`src/rtl/shell_axil_pkg.sv`:
```
// rtl/shell_axil_pkg.sv - shared constants and state encoding for the shell AXI4-Lite decoupler
package shell_axil_pkg;

  localparam logic [1:0]  RESP_OKAY        = 2'b00;
  localparam logic [1:0]  RESP_SLVERR      = 2'b10;
  localparam logic [31:0] ERR_DATA_DEFAULT = 32'hDEC0_DEAD;

  typedef enum logic [1:0] {
    PASS      = 2'd0,
    DRAIN     = 2'd1,
    DECOUPLED = 2'd2
  } dec_state_e;

endpackage

```
`src/rtl/shell_axil_outstanding_ctr.sv`:
```
// rtl/shell_axil_outstanding_ctr.sv - saturating up/down count of accepted-but-unanswered transactions
module shell_axil_outstanding_ctr #(
  parameter int MAX_COUNT = 4,
  parameter int CNT_WIDTH = $clog2(MAX_COUNT) + 1
) (
  input  logic clk,
  input  logic rst_n,
  input  logic inc,
  input  logic dec,
  output logic full,
  output logic zero
);

  logic [CNT_WIDTH-1:0] cnt;

  always_ff @(posedge clk or negedge rst_n) begin
    if (!rst_n) begin
      cnt <= '0;
    end else if (inc && !dec && !full) begin
      cnt <= cnt + CNT_WIDTH'(1);
    end else if (dec && !inc && !zero) begin
      cnt <= cnt - CNT_WIDTH'(1);
    end
  end

  assign full = (cnt == CNT_WIDTH'(MAX_COUNT));
  assign zero = (cnt == '0);

endmodule

```
`src/rtl/shell_axil_decoupler.sv`:
```
// rtl/shell_axil_decoupler.sv - AXI4-Lite isolation boundary between shell and a reconfigurable user partition
module shell_axil_decoupler
  import shell_axil_pkg::*;
#(
  parameter int          ADDR_WIDTH      = 32,
  parameter int          DATA_WIDTH      = 32,
  parameter int          MAX_OUTSTANDING = 4,
  parameter int          TIMEOUT_CYCLES  = 1024,
  parameter logic [31:0] ERR_DATA        = ERR_DATA_DEFAULT
) (
  input  logic                    shell_axi_clk,
  input  logic                    shell_rstn,
  input  logic                    decouple_req,
  output logic                    decouple_ack,
  output logic                    timeout_flag,

  input  logic [ADDR_WIDTH-1:0]   s_axil_awaddr,
  input  logic [2:0]              s_axil_awprot,
  input  logic                    s_axil_awvalid,
  output logic                    s_axil_awready,
  input  logic [DATA_WIDTH-1:0]   s_axil_wdata,
  input  logic [DATA_WIDTH/8-1:0] s_axil_wstrb,
  input  logic                    s_axil_wvalid,
  output logic                    s_axil_wready,
  output logic [1:0]              s_axil_bresp,
  output logic                    s_axil_bvalid,
  input  logic                    s_axil_bready,
  input  logic [ADDR_WIDTH-1:0]   s_axil_araddr,
  input  logic [2:0]              s_axil_arprot,
  input  logic                    s_axil_arvalid,
  output logic                    s_axil_arready,
  output logic [DATA_WIDTH-1:0]   s_axil_rdata,
  output logic [1:0]              s_axil_rresp,
  output logic                    s_axil_rvalid,
  input  logic                    s_axil_rready,

  output logic [ADDR_WIDTH-1:0]   m_axil_awaddr,
  output logic [2:0]              m_axil_awprot,
  output logic                    m_axil_awvalid,
  input  logic                    m_axil_awready,
  output logic [DATA_WIDTH-1:0]   m_axil_wdata,
  output logic [DATA_WIDTH/8-1:0] m_axil_wstrb,
  output logic                    m_axil_wvalid,
  input  logic                    m_axil_wready,
  input  logic [1:0]              m_axil_bresp,
  input  logic                    m_axil_bvalid,
  output logic                    m_axil_bready,
  output logic [ADDR_WIDTH-1:0]   m_axil_araddr,
  output logic [2:0]              m_axil_arprot,
  output logic                    m_axil_arvalid,
  input  logic                    m_axil_arready,
  input  logic [DATA_WIDTH-1:0]   m_axil_rdata,
  input  logic [1:0]              m_axil_rresp,
  input  logic                    m_axil_rvalid,
  output logic                    m_axil_rready
);

  dec_state_e  state, state_next;
  logic [15:0] timer;
  logic        aw_sent, w_sent, req_q, loc_bvalid, loc_rvalid;
  logic        wr_full, wr_zero, rd_full, rd_zero;
  logic        in_pass, in_drain, in_dec;
  logic        wr_go, both_valid, aw_hs, w_hs, wr_done, loc_wr_acc, loc_rd_acc;
  logic        wr_inc, wr_dec, rd_inc, rd_dec;
  logic        drained, drain_tmo, forced;

  assign in_pass  = (state == PASS);
  assign in_drain = (state == DRAIN);
  assign in_dec   = (state == DECOUPLED);

  assign m_axil_awaddr = s_axil_awaddr;
  assign m_axil_awprot = s_axil_awprot;
  assign m_axil_wdata  = s_axil_wdata;
  assign m_axil_wstrb  = s_axil_wstrb;
  assign m_axil_araddr = s_axil_araddr;
  assign m_axil_arprot = s_axil_arprot;

  // A half-sent write keeps going through DRAIN so the user side never sees an orphan channel.
  assign wr_go          = (in_pass && !wr_full) || ((aw_sent || w_sent) && !in_dec);
  assign both_valid     = s_axil_awvalid && s_axil_wvalid;
  assign m_axil_awvalid = wr_go && both_valid && !aw_sent;
  assign m_axil_wvalid  = wr_go && both_valid && !w_sent;
  assign aw_hs          = m_axil_awvalid && m_axil_awready;
  assign w_hs           = m_axil_wvalid && m_axil_wready;
  assign wr_done        = (aw_sent || aw_hs) && (w_sent || w_hs);
  assign loc_wr_acc     = in_dec && decouple_req && wr_zero && !loc_bvalid && both_valid;
  assign s_axil_awready = wr_done || loc_wr_acc;
  assign s_axil_wready  = wr_done || loc_wr_acc;

  assign m_axil_arvalid = in_pass && !rd_full && s_axil_arvalid;
  assign loc_rd_acc     = in_dec && decouple_req && rd_zero && !loc_rvalid && s_axil_arvalid;
  assign s_axil_arready = (m_axil_arvalid && m_axil_arready) || loc_rd_acc;

  // Once decoupled, leftover counted responses are synthesised before any local one.
  always_comb begin
    s_axil_bvalid = m_axil_bvalid;
    s_axil_bresp  = m_axil_bresp;
    m_axil_bready = s_axil_bready;
    s_axil_rvalid = m_axil_rvalid;
    s_axil_rresp  = m_axil_rresp;
    s_axil_rdata  = m_axil_rdata;
    m_axil_rready = s_axil_rready;
    if (in_dec) begin
      s_axil_bvalid = !wr_zero || loc_bvalid;
      s_axil_bresp  = RESP_SLVERR;
      m_axil_bready = 1'b1;
      s_axil_rvalid = !rd_zero || loc_rvalid;
      s_axil_rresp  = RESP_SLVERR;
      s_axil_rdata  = DATA_WIDTH'(ERR_DATA);
      m_axil_rready = 1'b1;
    end
  end

  assign wr_inc = wr_done;
  assign wr_dec = s_axil_bvalid && s_axil_bready && (!in_dec || !wr_zero);
  assign rd_inc = m_axil_arvalid && m_axil_arready;
  assign rd_dec = s_axil_rvalid && s_axil_rready && (!in_dec || !rd_zero);

  shell_axil_outstanding_ctr #(.MAX_COUNT(MAX_OUTSTANDING)) u_wr_ctr (
    .clk   (shell_axi_clk),
    .rst_n (shell_rstn),
    .inc   (wr_inc),
    .dec   (wr_dec),
    .full  (wr_full),
    .zero  (wr_zero)
  );

  shell_axil_outstanding_ctr #(.MAX_COUNT(MAX_OUTSTANDING)) u_rd_ctr (
    .clk   (shell_axi_clk),
    .rst_n (shell_rstn),
    .inc   (rd_inc),
    .dec   (rd_dec),
    .full  (rd_full),
    .zero  (rd_zero)
  );

  assign drained   = wr_zero && rd_zero && !aw_sent && !w_sent;
  assign drain_tmo = in_drain && (timer == 16'(TIMEOUT_CYCLES - 1));
  assign forced    = drain_tmo && !drained;

  always_comb begin
    state_next = state;
    case (state)
      PASS:      if (decouple_req) state_next = DRAIN;
      DRAIN:     if (drained || drain_tmo) state_next = DECOUPLED;
      DECOUPLED: if (!decouple_req && wr_zero && rd_zero && !loc_bvalid && !loc_rvalid)
                   state_next = PASS;
      default:   state_next = PASS;
    endcase
  end

  always_ff @(posedge shell_axi_clk or negedge shell_rstn) begin
    if (!shell_rstn) begin
      state        <= PASS;
      timer        <= '0;
      req_q        <= 1'b0;
      decouple_ack <= 1'b0;
      timeout_flag <= 1'b0;
      aw_sent      <= 1'b0;
      w_sent       <= 1'b0;
      loc_bvalid   <= 1'b0;
      loc_rvalid   <= 1'b0;
    end else begin
      state        <= state_next;
      req_q        <= decouple_req;
      decouple_ack <= in_dec;
      timer        <= in_drain ? timer + 16'd1 : 16'd0;
      if (forced)
        timeout_flag <= 1'b1;
      else if (decouple_req && !req_q)
        timeout_flag <= 1'b0;
      aw_sent <= (aw_sent || aw_hs) && !wr_done && !forced;
      w_sent  <= (w_sent || w_hs) && !wr_done && !forced;
      if (loc_wr_acc)
        loc_bvalid <= 1'b1;
      else if (loc_bvalid && wr_zero && s_axil_bready)
        loc_bvalid <= 1'b0;
      if (loc_rd_acc)
        loc_rvalid <= 1'b1;
      else if (loc_rvalid && rd_zero && s_axil_rready)
        loc_rvalid <= 1'b0;
    end
  end

endmodule

```
`config.mk`:
```
export PLATFORM = sky130hd
export DESIGN_NAME = shell_axil_decoupler
export DESIGN_NICKNAME = d
export VERILOG_FILES = /design/src/rtl/shell_axil_pkg.sv /design/src/rtl/shell_axil_outstanding_ctr.sv /design/src/rtl/shell_axil_decoupler.sv
export SDC_FILE = /design/constraint.sdc
export NUM_CORES = 1
export LEC_CHECK = 0
export BUFFER_PORTS_ARGS = -buffer_cell sky130_fd_sc_hd__buf_2
export CAP_MARGIN = 20
export CORE_AREA = 2 2 119 121
export DETAILED_ROUTE_END_ITERATION = 10
export DIE_AREA = 0 0 121 123
export REMOVE_ABC_BUFFERS = 1
export SYNTH_ARGS = -nofsm -noshare
export SYNTH_HDL_FRONTEND = slang
export SYNTH_SLANG_ARGS = --single-unit
```
`constraint.sdc`:
```
create_clock -name shell_axi_clk -period 3.14 [get_ports shell_axi_clk]
set_clock_uncertainty 0.05 [all_clocks]
set_input_delay 0.785 -clock shell_axi_clk [delete_from_list [all_inputs] [get_ports shell_axi_clk]]
set_output_delay 0.785 -clock shell_axi_clk [all_outputs]
set_load 0.05 [all_outputs]
```
# [Word level (Yosys, flattened, before mapping)]
# Index checks and enable logic that the tools add are counted.
[op_classes] addsub=5 multipliers=0 n_div=0 magnitude_cmp=0 n_eq_ne=8 shifts=0 n_mux=22 bitwise_logic=0 n_reduce_logical=86
[op_table] operator="1-bit logical AND" count=49
[op_table] operator="32-bit 2-to-1 mux" count=1
[op_table] operator="1-bit zero test" count=17
[op_table] operator="16-bit by 1-bit adder with 16-bit output, second input constant" count=1
[op_table] operator="16-bit by 10-bit == test with 1-bit output, second input constant" count=1
[op_table] operator="16-bit 2-to-1 mux" count=1
[op_table] operator="3-bit 2-to-1 mux" count=4
[op_table] operator="1-bit logical OR" count=11
[op_table] operator="1-bit 2-to-1 mux" count=10
[op_table] operator="2-bit 2-to-1 mux" count=5
[op_table] operator="2-bit nonzero test" count=5
[op_table] operator="3-bit by 1-bit adder with 3-bit output, second input constant" count=2
[op_table] operator="3-bit == test, second input constant" count=2
[op_table] operator="3-bit zero test" count=2
[op_table] operator="2-bit one-hot mux with 3 select lines" count=1
[op_table] operator="3-bit by 1-bit subtractor with 3-bit output, second input constant" count=2
[op_table] operator="2-bit by 1-bit != test with 1-bit output, second input constant" count=2
[op_table] operator="3-bit AND reduction" count=1
[op_table] operator="2-bit by 1-bit == test with 1-bit output, second input constant" count=1
[op_table] operator="2-bit == test, second input constant" count=1
[op_table] operator="2-bit zero test" count=1
[op_table] operator="2-bit != test, second input constant" count=1
[totals] regBits=31 latch_bits=0 ramBits=0 romBits=0 output_inout_bits=154 wordCells=132 memories=0

# [Longest topological paths before layout]
# Gate-level depths: netlist (run 1).
[depth] ltp_word=14 ltp_mapped=9

# [Modules after synthesis]
# A second synthesis (run 1) with hierarchy kept.
[hier_totals] cells_unflattened=336 hier_area_um2=2813.9
[by_module_without_submodules] module="shell_axil_decoupler" n_inst=1 cells_per_inst=292 area_each_um2=2373.5
[by_module_without_submodules] module="shell_axil_outstanding_ctr" n_inst=2 cells_per_inst=22 area_each_um2=220.2

# [Least setup slack after synthesis (run 1)]
# No wires, ideal clock.
[synth_path] path_type="input to output" start="input port s_axil_awvalid" end="output port s_axil_wready" arrival_time_ps=2100 slack_ps=205 cell_stages=5 cell_sequence="and2_1 and2_2 a32oi_4 nand2_1 buf_4"
[synth_via] elab_chain_cells=7
[synth_lines] element="start: declaration" line="shell_axil_decoupler.sv:19" source="input logic s_axil_awvalid,"
[synth_lines] element="1-bit logical AND (*)" line="shell_axil_decoupler.sv:80" source="assign both_valid = s_axil_awvalid && s_axil_wvalid;"
[synth_lines] element="1-bit logical AND" line="shell_axil_decoupler.sv:81, shell_axil_decoupler.sv:82"
[synth_lines] element="1-bit logical AND, on equally long branches" line="shell_axil_decoupler.sv:81, shell_axil_decoupler.sv:82"
[synth_lines] element="1-bit logical AND, on equally long branches" line="shell_axil_decoupler.sv:83, shell_axil_decoupler.sv:84"
[synth_lines] element="1-bit logical OR" line="shell_axil_decoupler.sv:85" source="assign wr_done = (aw_sent || aw_hs) && (w_sent || w_hs);"
[synth_lines] element="1-bit logical AND" line="shell_axil_decoupler.sv:85"
[synth_lines] element="1-bit logical OR (*)"
[synth_lines] element="end: declaration" line="shell_axil_decoupler.sv:24" source="output logic s_axil_wready,"
# Mark *: on every way between the ends. The rest lies on a longest branch, timed or not.

# [Final worst setup path (run 1)]
[layout_path] start="register u_wr_ctr.cnt[0]" end="output port s_axil_wready"
[layout_via] elab_chain_cells=10
[layout_lines] element="start: declaration" line="shell_axil_outstanding_ctr.sv:14" source="logic [CNT_WIDTH-1:0] cnt;"
[layout_lines] element="start signal: assignment" line="shell_axil_outstanding_ctr.sv:20" source="cnt <= cnt + CNT_WIDTH'(1);"
[layout_lines] element="start signal: assignment" line="shell_axil_outstanding_ctr.sv:22" source="cnt <= cnt - CNT_WIDTH'(1);"
[layout_lines] element="3-bit == test" line="shell_axil_outstanding_ctr.sv:26" source="assign full = (cnt == CNT_WIDTH'(MAX_COUNT));"
[layout_lines] element="1-bit zero test" line="shell_axil_decoupler.sv:79" source="assign wr_go = (in_pass && !wr_full) || ((aw_sent || w_sent) && !in_dec);"
[layout_lines] element="1-bit logical AND" line="shell_axil_decoupler.sv:79"
[layout_lines] element="1-bit logical OR" line="shell_axil_decoupler.sv:79"
[layout_lines] element="1-bit logical AND" line="shell_axil_decoupler.sv:81, shell_axil_decoupler.sv:82"
[layout_lines] element="1-bit logical AND, on equally long branches" line="shell_axil_decoupler.sv:81, shell_axil_decoupler.sv:82"
[layout_lines] element="1-bit logical AND, on equally long branches" line="shell_axil_decoupler.sv:83, shell_axil_decoupler.sv:84"
[layout_lines] element="1-bit logical OR" line="shell_axil_decoupler.sv:85"
[layout_lines] element="1-bit logical AND" line="shell_axil_decoupler.sv:85"
[layout_lines] element="1-bit logical OR (*)" line="shell_axil_decoupler.sv:88" source="assign s_axil_wready = wr_done || loc_wr_acc;"
# Marks and branches as above.

==> flow_summary.json, run 1 <==
{
  "status": "completed",
  "worst_pin_slew_ns": 0.758,
  "post-route-util_pct": 19.8,
  "setup.worst_path.start_class": "flop",
  "routed_via_density": 4.77,
  "fin_crit_ns": 2.94,
  "die_h_um": 123,
  "yosysSeqAreaShare_pct": 29.1,
  "setup_slack_ns": 0.205,
  "cp_data_arrival_time_ns": 2.10,
  "ys_types": 42,
  "synth_async_sr_flop_share_pct": 100,
  "syn_to_final_growth_pct": 1.03,
  "dieArea_sq_um": 14900,
  "totalPowerFinal_mw": 1.72,
  "max_cap_viol_count": 0,
  "syn-cell-area_sq_um": 2670,
  "post-place-ws_ns": 0.297,
  "cts_made_buffers": 5,
  "setup_tns_ns": 0,
  "dp_cells": 475,
  "syn-instance-count": 311,
  "cpPeakStageDelay_ns": 0.45,
  "core_sq_um": 13600,
  "htreeDepth": 2,
  "gr-total-overflow": 0,
  "period_share_pct": 93.5,
  "drt-total-wl_um": 23200,
  "drt_iter0_markers": 249,
  "cts.clk_slew.worst_paths_ns": 0.05,
  "slew_viol_final": 0,
  "fmax_mhz": 341,
  "hold_buffers": 0,
  "grt_pass1_vias": 2321,
  "dieWidth_um": 121,
  "drt-pass1-iter-count": 4,
  "final_cell_mix": "buf_2 (96), dfrtp_1 (31), nand2b_1 (25)",
  "ant_nets": 0,
  "syn_area_per_cell_sq_um": 8.58,
  "crit_fanout": 5,
  "gp_congestion": 1.06,
  "hp-class": "flop to flop",
  "grt_first_pass_wirelength_um": 27700,
  "stdcell_count": 484,
  "cts_resized": 0,
  "ys_seq_elements": 31,
  "crit_chain": "or3b_4 -> a31o_1 -> a32oi_4 -> nand2_1 -> buf_2",
  "rows": 43,
  "numPortBuffers": 96,
  "cp-end-kind": "primary output",
  "drive_gt1_share_pct": 35.6,
  "ys_warn_count": 0,
  "holdWs_ns": 0.422,
  "slew_headroom_pct": 49.5,
  "start_util_pct": 19.6,
  "vdd_drop_max_mv": 0.247,
  "critPathSlowestCell": "or3b_4",
  "setup_viol": 0,
  "drc": 0,
  "fin_nets": 460,
  "numClockSinks": 31,
  "place_area_sq_um": 2550,
  "rsz0062_at_grt": "false",
  "ys.flop_type": "dfrtp_1",
  "grt_max_degree": 41,
  "layout_commonest_cell": "buf_2",
  "vias": 2310,
  "finalHoldViolations": 0,
  "p_leak_nw": 1.33,
  "track_usage_pct": 30.5,
  "grt_antenna_before_repair": 4,
  "root_buffer": "clkbuf_16",
  "wire_per_inst_um": 47.8,
  "post-cts-setup-buffers": 0,
  "required_ns": 2.30,
  "cts_tree": "done",
  "cp_num_buf_inv": 1,
  "critPathKind": "flop to primary output",
  "synth_edf_count": 0,
  "cts_buffer_depth": 2,
  "dpl.hpwl_um": 21400,
  "pwr_density_cell_nw_per_um2": 638,
  "path_delay_family": "simple AND/OR/NAND/NOR gates",
  "fin_area_sq_um": 2700,
  "clock_latency_ns": 0.27,
  "io_pins": 309
}
-- registers in the layout, indices dropped and copies added, names as in the netlist --
register / cells
req_q: 1
decouple_ack: 1
state: 2
timer: 16
aw_sent: 1
u_wr_ctr.cnt: 3
loc_bvalid: 1
timeout_flag: 1
loc_rvalid: 1
w_sent: 1
u_rd_ctr.cnt: 3
-- Yosys cell counts, types with 2 or more instances --
cell | n | area [sq um]
buf_4 | 107 | 803
dfrtp_1 | 31 | 776
nand2b_1 | 25 | 156
nor2_1 | 24 | 90.1
and2_1 | 17 | 106
nand3_1 | 12 | 60.1
xor2_1 | 10 | 87.6
nand2_1 | 9 | 33.8
xnor2_1 | 7 | 61.3
clkbuf_1 | 6 | 22.5
inv_1 | 5 | 18.8
a21oi_1 | 4 | 20.0
nor3_1 | 4 | 20.0
o21ai_0 | 4 | 20.0
or3_1 | 4 | 25.0
and3_1 | 3 | 18.8
nor2b_1 | 3 | 18.8
nor4_1 | 3 | 18.8
o21ai_1 | 3 | 15.0
a31o_1 | 2 | 17.5
fa_1 | 2 | 40.0
mux2_1 | 2 | 22.5
mux2i_1 | 2 | 20.0
nor3b_1 | 2 | 15.0
o211ai_1 | 2 | 15.0
o21a_1 | 2 | 15.0
-- where the power goes --
group	internal [mW]	leakage [nW]	total (mW)	switching, mW
Sequential	0.487	0.407	0.596	0.109
Combinational	0.227	0.852	0.672	0.444
Clock	0.292	0.0679	0.453	0.161
Total	1.01	1.33	1.72	0.714
-- worst paths after layout --
check                           startpoint         endpoint  slack [ns]  depth (start not counted)
max                        u_wr_ctr.cnt[0]    s_axil_wready        0.20                          5
max in group asynchronous       shell_rstn  u_wr_ctr.cnt[0]        2.06                          1
min in group asynchronous       shell_rstn         timer[6]        0.52                          1
min reg2reg                       timer[0]         timer[0]        0.42                          1
min                               timer[0]         timer[0]        0.42                          1
max reg2reg                       state[0]  u_wr_ctr.cnt[2]        0.45                         10
-- cells by family (layout without fill, tap and decap cells) --
| logic type | count (synthesis) | in the layout | share of synthesized area [%] |
|---|---|---|---|
| XOR/XNOR | 17 | 17 | 5.58 |
| multiplexers | 4 | 4 | 1.59 |
| AND/OR/NAND/NOR | 115 | 115 | 23.9 |
| flip-flops | 31 | 31 | 29.1 |
| other | 0 | 1 | 0 |
| buffers and inverters | 119 | 111 | 31.8 |
| AO/OA/AOI/OAI | 22 | 22 | 6.05 |
| adder cells (fa/ha/maj) | 3 | 3 | 1.97 |
-- layer usage --
layer / wire length [um] / vias up / share of wire, % / track usage, %
li1: - / 888 / - / -
met1: 5860 / 1043 / 25 / 24.5
met2: 10100 / 327 / 44 / 47.2
met3: 5640 / 44 / 24 / 31.1
met4: 1280 / 8 / 5.5 / 14.5
met5: 248 / - / 1.1 / 12.5
-- cell type report --
cell class / instances / area (sq um)
Clock buffer: 7 / 133
Inverter: 6 / 22.5
Clock inverter: 1 / 5.00
Multi-Input combinational cell: 161 / 1040
Fill cell: 1553 / 10900
Sequential cell: 31 / 776
Antenna cell: 1 / 2.50
Tap cell: 180 / 225
Timing Repair Buffer: 97 / 488
Note: power is estimated with default switching activity, not from simulation.
==> run 2: changes to the inputs <==
--- a/config.mk
+++ b/config.mk
@@ -7,9 +7,12 @@
 export LEC_CHECK = 0
 export BUFFER_PORTS_ARGS = -buffer_cell sky130_fd_sc_hd__buf_2
 export CAP_MARGIN = 20
-export CORE_AREA = 2 2 119 121
+export CELL_PAD_IN_SITES_DETAIL_PLACEMENT = 1
+export CELL_PAD_IN_SITES_GLOBAL_PLACEMENT = 1
+export CORE_AREA = 2 2 120 122
 export DETAILED_ROUTE_END_ITERATION = 10
-export DIE_AREA = 0 0 121 123
+export DIE_AREA = 0 0 122 124
+export PLACE_DENSITY_LB_ADDON = 0.1
 export REMOVE_ABC_BUFFERS = 1
 export SYNTH_ARGS = -nofsm -noshare
 export SYNTH_HDL_FRONTEND = slang
==> run 2 against run 1 <==
Effect of this change:
- highest routed layer unchanged
- largest power group unchanged
- register-to-register slack gained 0.13 ns
- critical path type unchanged
- non-clock buffer count grew 1
- sequential share of layout area shrank 0.053 points
- critical endpoint unchanged
==> flow_summary.json, run 2 (synthesis results as in run 1) <==
{
  "finalHoldViolations": 0,
  "pwr_density_cell_nw_per_um2": 639,
  "diodes": 0,
  "period_share_pct": 92.2,
  "htreeDepth": 2,
  "slew_headroom_pct": 48.6,
  "gr-total-overflow": 0,
  "holdWs_ns": 0.413,
  "grt_first_pass_wirelength_um": 25200,
  "syn_to_final_growth_pct": 1.22,
  "clock_latency_ns": 0.27,
  "cts_buffer_depth": 2,
  "slew_viol_final": 0,
  "crit_fanout": 5,
  "reg_top3": "timer (16), u_rd_ctr.cnt (3), u_wr_ctr.cnt (3)",
  "post-route-util_pct": 19.7,
  "layout_commonest_cell": "buf_2",
  "rows": 43,
  "vias": 2117,
  "place_area_sq_um": 2560,
  "whs_path_depth": 1,
  "dieWidth_um": 122,
  "wire_per_inst_um": 43.1,
  "worst_pin_slew_ns": 0.771,
  "core_sq_um": 13700,
  "track_usage_pct": 26.9,
  "die_h_um": 124,
  "ant_nets": 0,
  "setup.worst_path.start_class": "flop",
  "hold_buffers": 0,
  "largest_register_ffs": 16,
  "cts_made_buffers": 5,
  "cp-end-kind": "primary output",
  "fin_area_sq_um": 2700,
  "drt_iter0_markers": 107,
  "final_cell_mix": "buf_2 (96), dfrtp_1 (31), nand2b_1 (25)",
  "grt_antenna_before_repair": 0,
  "dieArea_sq_um": 15100,
  "setup_viol": 0,
  "drive_gt1_share_pct": 35.9,
  "p_leak_nw": 1.33,
  "cp_data_arrival_time_ns": 2.06,
  "numPortBuffers": 96,
  "status": "completed",
  "max_cap_viol_count": 0,
  "fin_crit_ns": 2.89,
  "vdd_drop_max_mv": 0.222,
  "critPathKind": "flop to primary output",
  "cts.clk_slew.worst_paths_ns": 0.06,
  "required_ns": 2.30,
  "io_pins": 309,
  "gp_congestion": 0.977,
  "cts_resized": 0,
  "cts_tree": "done",
  "routed_via_density": 4.37,
  "fin_nets": 461,
  "grt_pass1_vias": 2067,
  "grt_max_degree": 35,
  "post-cts-setup-buffers": 0,
  "dpl.hpwl_um": 18900,
  "regMostFlops": "timer",
  "root_buffer": "clkbuf_16",
  "rsz0062_at_grt": "false",
  "start_util_pct": 19.4,
  "reg2reg_depth": 9,
  "fmax_mhz": 346,
  "drt-total-wl_um": 20900,
  "numClockSinks": 31,
  "drc": 0,
  "drt-pass1-iter-count": 4,
  "hp-class": "flop to flop"
}
[run 2: changes by cell type in the layout (fill, tap and decap cells not counted)]
cell     before  now
buf_4         1    2
diode_2       1    0
[run 2: per-layer routing]
metal	wire length [um]	up-vias	part of all wire [%]	track usage, %
li1	-	882	-	-
met1	4990	923	24	19.5
met2	8790	258	42	38.2
met3	5470	46	26	33.2
met4	1450	8	7.0	16.4
met5	167	-	0.80	10.8
[run 2: path summary, 6_finish.rpt]
path                                       from              end  slack, ns
min in group asynchronous            shell_rstn         timer[1]       0.54
worst max register to register         state[0]  u_wr_ctr.cnt[2]       0.58
worst min-delay path                   timer[0]         timer[0]       0.41
worst max-delay path            u_wr_ctr.cnt[0]    s_axil_wready       0.25
worst min register to register         timer[0]         timer[0]       0.41
max in group asynchronous            shell_rstn        timer[11]       2.01
[run 2: cell type report]
type                    instances  area, sq um
clock buffers                   7          133
clock inverters                 1         5.00
fillers                      1668        11000
inverters                       6         22.5
multi-input cells             161         1040
flip-flops and latches         31          776
well taps                     180          225
repair buffers                 98          495
[run 2: power by group]
group | leakage [nW] | internal, mW | switching, mW
sequential | 0.407 | 0.487 | 0.108
clock | 0.0679 | 0.293 | 0.174
combinational | 0.857 | 0.235 | 0.428
[run 2: through the flow]
stage / worst slack (ns) / total power [mW] / TNS, ns / std cells
after global routing: 0.171 / 1.84 / 0 / 484
after global placement: 0.381 / 1.28 / 0 / 476
after detailed placement: 0.370 / 1.27 / 0 / 476
after CTS: 0.242 / 1.76 / 0 / 484
after floorplan: -0.00188 / 1.05 / -0.00364 / 198
final: 0.246 / 1.72 / 0 / 484
[run 2: critical path, cell delays in order (launching register included)]
cell and delay, ns:
dfrtp_1 0.45, or3b_4 0.44, a31o_1 0.25, a32oi_4 0.29
nand2_1 0.11, buf_2 0.23
